$ cat config.mk
export PLATFORM = sky130hd
export DESIGN_NAME = dmem_arbiter_flat
export DESIGN_NICKNAME = d
export VERILOG_FILES = /design/src/rtl/dmem_arbiter_if.sv /design/src/rtl/dmem_arbiter.sv /design/src/flat_wrapper.sv
export SDC_FILE = /design/constraint.sdc
export NUM_CORES = 1
export LEC_CHECK = 0
export ABC_AREA = 0
export BUFFER_PORTS_ARGS = -buffer_cell sky130_fd_sc_hd__buf_2
export CELL_PAD_IN_SITES_DETAIL_PLACEMENT = 1
export CELL_PAD_IN_SITES_GLOBAL_PLACEMENT = 1
export CORE_AREA = 5 5 120 122
export CTS_BUF_LIST = sky130_fd_sc_hd__clkbuf_4 sky130_fd_sc_hd__clkbuf_8
export DETAILED_ROUTE_END_ITERATION = 10
export DIE_AREA = 0 0 125 127
export PLACE_DENSITY_LB_ADDON = 0.1
export SETUP_SLACK_MARGIN = 0.5
export SYNTH_ARGS = -nofsm -noshare
export SYNTH_HDL_FRONTEND = slang
export SYNTH_SLANG_ARGS = --single-unit
$ cat constraint.sdc
create_clock -name clk -period 3.1 [get_ports clk]
set_clock_uncertainty 0.2 [all_clocks]
set_input_delay 0.465 -clock clk [delete_from_list [all_inputs] [get_ports clk]]
set_output_delay 0.465 -clock clk [all_outputs]
set_load 0.01 [all_outputs]
$ cat src/rtl/dmem_arbiter_if.sv
// dmem_arbiter_if: requester-side and memory-side bundles for the data-memory arbiter.
interface dmem_req_if #(parameter int N = 32, parameter int ADDR_WIDTH = 32);
  logic req, we, gnt, rvld, err;
  logic [3:0] sel;
  logic [ADDR_WIDTH-1:0] addr;
  logic [N-1:0] wdata, rdata;
  modport master (output req, we, sel, addr, wdata, input gnt, rvld, rdata, err);
  modport slave (input req, we, sel, addr, wdata, output gnt, rvld, rdata, err);
endinterface

interface dmem_mem_if #(parameter int N = 32, parameter int ADDR_WIDTH = 32);
  logic addr_vld, wr_en, d_valid;
  logic [3:0] sel;
  logic [ADDR_WIDTH-1:0] addr;
  logic [N-1:0] wdata, rdata;
  modport master (output addr_vld, wr_en, sel, addr, wdata, input rdata, d_valid);
  modport slave (input addr_vld, wr_en, sel, addr, wdata, output rdata, d_valid);
endinterface

$ cat src/rtl/dmem_arbiter.sv
// dmem_arbiter: round-robin two-master arbiter for the single data-memory port.
// One transaction outstanding; the response is registered and routed to its owner.
module dmem_arbiter #(
  parameter int N = 32,
  parameter int ADDR_WIDTH = 32,
  parameter int TIMEOUT = 255
) (
  input logic clk,
  input logic rst_n,
  dmem_req_if.slave m0,
  dmem_req_if.slave m1,
  dmem_mem_if.master mem
);
  typedef enum logic {IDLE, WAIT} state_t;
  state_t state_q, state_d;
  logic last_q, last_d, own_q, own_d, we_q, we_d, err_q, err_d;
  logic [7:0] cnt_q, cnt_d;
  logic [1:0] rvld_q, rvld_d;
  logic [N-1:0] rdata_q, rdata_d;
  logic win, issue, tout;
  always_comb begin
    win = (m0.req & m1.req) ? ~last_q : m1.req;
    issue = rst_n & (state_q == IDLE) & (m0.req | m1.req);
    // cnt_q counts completed WAIT cycles, so TIMEOUT-1 marks the TIMEOUT-th one
    tout = cnt_q == 8'(TIMEOUT - 1);
    state_d = state_q;
    last_d = last_q;
    own_d = own_q;
    we_d = we_q;
    cnt_d = cnt_q;
    rvld_d = '0;
    rdata_d = '0;
    err_d = 1'b0;
    if (issue) begin
      state_d = WAIT;
      last_d = win;
      own_d = win;
      we_d = win ? m1.we : m0.we;
      cnt_d = '0;
    end else if (state_q == WAIT) begin
      cnt_d = cnt_q + 8'd1;
      if (mem.d_valid | tout) begin
        state_d = IDLE;
        rvld_d = own_q ? 2'b10 : 2'b01;
        rdata_d = (mem.d_valid & ~we_q) ? mem.rdata : '0;
        err_d = ~mem.d_valid;
      end
    end
  end
  always_ff @(posedge clk or negedge rst_n) begin
    if (!rst_n) begin
      state_q <= IDLE;
      last_q <= 1'b1;
      own_q <= 1'b0;
      we_q <= 1'b0;
      cnt_q <= '0;
      rvld_q <= '0;
      rdata_q <= '0;
      err_q <= 1'b0;
    end else begin
      state_q <= state_d;
      last_q <= last_d;
      own_q <= own_d;
      we_q <= we_d;
      cnt_q <= cnt_d;
      rvld_q <= rvld_d;
      rdata_q <= rdata_d;
      err_q <= err_d;
    end
  end
  assign m0.gnt = issue & ~win;
  assign m1.gnt = issue & win;
  assign mem.addr_vld = issue;
  assign mem.wr_en = issue & (win ? m1.we : m0.we);
  assign mem.sel = issue ? (win ? m1.sel : m0.sel) : '0;
  assign mem.addr = issue ? (win ? m1.addr : m0.addr) : '0;
  assign mem.wdata = issue ? (win ? m1.wdata : m0.wdata) : '0;
  assign m0.rvld = rvld_q[0];
  assign m1.rvld = rvld_q[1];
  assign m0.rdata = rvld_q[0] ? rdata_q : '0;
  assign m1.rdata = rvld_q[1] ? rdata_q : '0;
  assign m0.err = rvld_q[0] & err_q;
  assign m1.err = rvld_q[1] & err_q;
endmodule

$ cat src/flat_wrapper.sv
// flat-port wrapper written by rule: the top's interface ports become plain ports
module dmem_arbiter_flat 
#(
  parameter int N = 32,
  parameter int ADDR_WIDTH = 32,
  parameter int TIMEOUT = 255
)
  (clk, rst_n, m0_req, m0_we, m0_sel, m0_addr, m0_wdata, m0_gnt, m0_rvld, m0_rdata, m0_err, m1_req, m1_we, m1_sel, m1_addr, m1_wdata, m1_gnt, m1_rvld, m1_rdata, m1_err, mem_addr_vld, mem_wr_en, mem_sel, mem_addr, mem_wdata, mem_rdata, mem_d_valid);
  dmem_req_if #(.N(N), .ADDR_WIDTH(ADDR_WIDTH)) m0_i ();
  dmem_req_if #(.N(N), .ADDR_WIDTH(ADDR_WIDTH)) m1_i ();
  dmem_mem_if #(.N(N), .ADDR_WIDTH(ADDR_WIDTH)) mem_i ();
  input logic clk;
  input logic rst_n;
  input wire logic [$bits(m0_i.req)-1:0] m0_req;
  input wire logic [$bits(m0_i.we)-1:0] m0_we;
  input wire logic [$bits(m0_i.sel)-1:0] m0_sel;
  input wire logic [$bits(m0_i.addr)-1:0] m0_addr;
  input wire logic [$bits(m0_i.wdata)-1:0] m0_wdata;
  output wire logic [$bits(m0_i.gnt)-1:0] m0_gnt;
  output wire logic [$bits(m0_i.rvld)-1:0] m0_rvld;
  output wire logic [$bits(m0_i.rdata)-1:0] m0_rdata;
  output wire logic [$bits(m0_i.err)-1:0] m0_err;
  input wire logic [$bits(m1_i.req)-1:0] m1_req;
  input wire logic [$bits(m1_i.we)-1:0] m1_we;
  input wire logic [$bits(m1_i.sel)-1:0] m1_sel;
  input wire logic [$bits(m1_i.addr)-1:0] m1_addr;
  input wire logic [$bits(m1_i.wdata)-1:0] m1_wdata;
  output wire logic [$bits(m1_i.gnt)-1:0] m1_gnt;
  output wire logic [$bits(m1_i.rvld)-1:0] m1_rvld;
  output wire logic [$bits(m1_i.rdata)-1:0] m1_rdata;
  output wire logic [$bits(m1_i.err)-1:0] m1_err;
  output wire logic [$bits(mem_i.addr_vld)-1:0] mem_addr_vld;
  output wire logic [$bits(mem_i.wr_en)-1:0] mem_wr_en;
  output wire logic [$bits(mem_i.sel)-1:0] mem_sel;
  output wire logic [$bits(mem_i.addr)-1:0] mem_addr;
  output wire logic [$bits(mem_i.wdata)-1:0] mem_wdata;
  input wire logic [$bits(mem_i.rdata)-1:0] mem_rdata;
  input wire logic [$bits(mem_i.d_valid)-1:0] mem_d_valid;
  assign m0_i.req = m0_req;
  assign m0_i.we = m0_we;
  assign m0_i.sel = m0_sel;
  assign m0_i.addr = m0_addr;
  assign m0_i.wdata = m0_wdata;
  assign m0_gnt = m0_i.gnt;
  assign m0_rvld = m0_i.rvld;
  assign m0_rdata = m0_i.rdata;
  assign m0_err = m0_i.err;
  assign m1_i.req = m1_req;
  assign m1_i.we = m1_we;
  assign m1_i.sel = m1_sel;
  assign m1_i.addr = m1_addr;
  assign m1_i.wdata = m1_wdata;
  assign m1_gnt = m1_i.gnt;
  assign m1_rvld = m1_i.rvld;
  assign m1_rdata = m1_i.rdata;
  assign m1_err = m1_i.err;
  assign mem_addr_vld = mem_i.addr_vld;
  assign mem_wr_en = mem_i.wr_en;
  assign mem_sel = mem_i.sel;
  assign mem_addr = mem_i.addr;
  assign mem_wdata = mem_i.wdata;
  assign mem_i.rdata = mem_rdata;
  assign mem_i.d_valid = mem_d_valid;
  dmem_arbiter #(.N(N), .ADDR_WIDTH(ADDR_WIDTH), .TIMEOUT(TIMEOUT)) u_core (.clk(clk), .rst_n(rst_n), .m0(m0_i), .m1(m1_i), .mem(mem_i));
endmodule
==> summary.md <==
| Metric | Value |
|---|---|
| Root buf cell | clkbuf_8 |
| Area delta synth->final | 66.8% |
| WP data arrival | 1790 ps |
| Max Cap Viol | 0 |
| Main synth FF type | dfrtp_1 |
| Initial core utilization | 21.9% |
| Hpwl dp | 12100 µm |
| # setup viols final | 0 |
| Seq cells post-synth | 47 |
| Setup_tns | 0 ps |
| Fin crit share | 79.1% |
| Asr flop ratio synth | 100% |
| Via count | 3482 |
| Tmin final | 2450 ps |
| Status | completed |
| Placer Congestion | 0.842 |
| Cell-internal power | 1.19 mW |
| RSZ-0062 raised after global routing | false |
| Clock Path Buffers | 2 |
| Pre-CTS setup slack | 548 ps |
| Worst skew pair latency | 290 ps |
| DR iter-0 viols | 101 |
| Syn nets | 470 |
| Final worst slack | 647 ps |
| TritonCTS clock tree | built |
| Placed insts | 763 |
| Yosys warns | 0 |
| Wire length per cell | 18.8 µm |
| Slew margin rel. | 45.0% |
| I/O Pins | 315 |
| Achievable Freq | 408 MHz |
| Fin. max-slew vios | 0 |
| Sequential share of power | 42.6% |
| Synthesized instance count | 293 |
| Final ANT Viol Nets | 0 |
| Startpoint Class | flip-flop |
| Final Hold Viols | 0 |
| TritonRoute pass-1 iters | 4 |
| Crit path required time | 2430 ps |
| Synth cell types | 31 |
| CP cell instances | nand2_1, and3_2, bufbuf_16, a22o_1, buf_2 |
| Syn Area/Cell | 9.80 µm² |
| Critical path endpoint category | primary output |
| Layout cells sized above 1 | 57.2% |
| Die ar. | 15900 µm² |
| Clock share of power | 25.9% |
| Fin Hold WS | 18.7 ps |
| Post-Layout Cell Count | 774 |
| WL final | 14600 µm |
| DRC Markers | 0 |
| Core area | 13100 µm² |
| Grt ovf | 0 |
| Clk pin slew, worst setup/hold paths | 90 ps |
| Crit Path Max Fanout | 35 |
| Clk sink count | 47 |
| # rows | 42 |
| Initial antenna violation count | 6 |
| Post-synth EDFFs | 0 |
| Total GRT Usage | 17.3% |
| Antenna Diode Count | 0 |
| P_sw | 542 µW |
| Mapped Area | 2870 µm² |
| Inserted Clock Buffers | 5 |
| Input/output buffers | 314 |
| Power Density | 361 nW/µm² |
| Combinational power share | 31.5% |
| Overall power | 1.73 mW |
| CP Class | flip-flop to primary output |
| Sw Share | 31.4% |
| DIE WIDTH | 125 µm |
| Worst path max stage delay | 540 ps |
| Share of the yosys chip area belonging to registers | 41.0% |
| Slew at the pin with the worst max-slew slack | 826 ps |
| Leakage | 2.85 nW |
| Final Net Count | 774 |
| Vias in the first global route | 3720 |
| Largest net degree at the start of global routing | 50 |
| Global-route wire length before repair | 21900 µm |
| VDD IR max | 202 µV |
| Worst hold path type | input pin to asynchronous set/reset pin |
| Routed vias/inst | 4.50 |
| H-tree Lvls | 2 |
| Critical path's slowest cell | dfstp_2 |
| Chip height | 127 µm |
==> state kept, by name (all words and copies together) (netlist names) <==
name            count
u_core.cnt_q        8
u_core.last_q       1
u_core.state_q      1
u_core.we_q         1
u_core.rdata_q     32
u_core.rvld_q       2
u_core.err_q        1
u_core.own_q        1
==> through the flow <==
stage / cell area [µm²] / util, %
2_1_floorplan: 2870 / -
3_3_place_gp: 4600 / 35.2
3_5_place_dp: 4600 / 35.2
4_1_cts: 4790 / 36.6
5_1_grt: 4790 / 36.6
6_report: 4790 / 36.6
==> kinds of logic after synthesis <==
group / share of synthesized area (%)
AO/OA/AOI/OAI: 24.6
flip-flops: 41.0
multiplexers: 0.392
XOR/XNOR: 0.915
buffers and inverters: 5.27
AND/OR/NAND/NOR: 27.0
adder cells (fa/ha/maj): 0.871
==> layer usage <==
metal	track usage, %	vias to the layer above	share of wire [%]	routed length, µm
li1	-	1646	-	-
met1	17.8	1635	35	5060
met4	3.57	12	1.5	224
met3	6.26	26	8.4	1230
met5	0	-	0.48	70
met2	33.6	163	55	7970
==> power by group through the flow <==
stage | Clock (mW) | Combinational (mW) | Sequential, mW
after floorplan | 0 | 0.280 | 0.718
after global placement | 0 | 0.518 | 0.751
after detailed placement | 0 | 0.528 | 0.755
after CTS | 0.468 | 0.550 | 0.744
after global routing | 0.492 | 0.598 | 0.751
final | 0.448 | 0.545 | 0.737
==> cell usage after synthesis (4+ instances only) <==
library cell | instances | area (µm²)
a22o_1 | 70 | 613
and2_1 | 98 | 613
buf_2 | 10 | 50.1
buf_4 | 9 | 67.6
clkbuf_1 | 6 | 22.5
dfrtp_1 | 46 | 1150
nand2_1 | 4 | 15.0
nand3_1 | 4 | 20.0
nor2_1 | 6 | 22.5
==> timing repair <==
item / CTS / global route
resized for setup: 8 / 2
hold buffers: 0 / 0
buffers inserted: 0 / 1
gates cloned: 2 / 0
setup endpoints to repair: 70 / 51
==> critical path, delay by kind of cell, from the launching register on <==
family | cells | cell delay (ps)
flip-flops | 1 | 540
buffers and inverters | 2 | 460
AND/OR/NAND/NOR | 2 | 290
AO/OA/AOI/OAI | 1 | 200
==> final timing paths <==
kind | from | endpoint | slack (ps) | cells after the start
worst min register to register | u_core.own_q$_DFFE_PN0P_ | u_core.rvld_q[0]$_DFF_PN0_ | 280 | 1
worst min-delay path | rst_n | u_core.rdata_q[11]$_DFF_PN0_ | 20 | 2
min in group clk | mem_rdata[16] | u_core.rdata_q[16]$_DFF_PN0_ | 160 | 2
worst max register to register | u_core.last_q$_DFFE_PN1P_ | u_core.we_q$_DFFE_PN0P_ | 1330 | 4
worst max-delay path | u_core.last_q$_DFFE_PN1P_ | mem_wdata[4] | 650 | 5
max in group asynchronous | rst_n | u_core.last_q$_DFFE_PN1P_ | 2330 | 2
==> layout make-up <==
class | count | area (µm²)
Tap cell | 176 | 220
Timing Repair inverter | 1 | 6.26
Inverter | 3 | 18.8
Timing Repair Buffer | 321 | 1690
Clock buffer | 5 | 68.8
Multi-Input combinational cell | 218 | 1560
Clock inverter | 3 | 43.8
Fill cell | 1623 | 8290
Sequential cell | 47 | 1180
==> cells in the final DEF, fill, tap and decap left out, types with 2 or more instances in the layout <==
master,count
and2_1,98
nor2_1,6
dfrtp_1,45
nand3_1,3
nor3_1,2
xor2_1,3
buf_4,2
o22ai_1,2
or3_1,3
o21a_1,3
nand4_1,3
a21oi_1,3
clkbuf_8,5
a22o_1,70
o21ai_0,3
nand2b_1,3
ha_1,2
buf_12,3
buf_2,314
nand2_1,4
(Power assumes the default switching activity.)
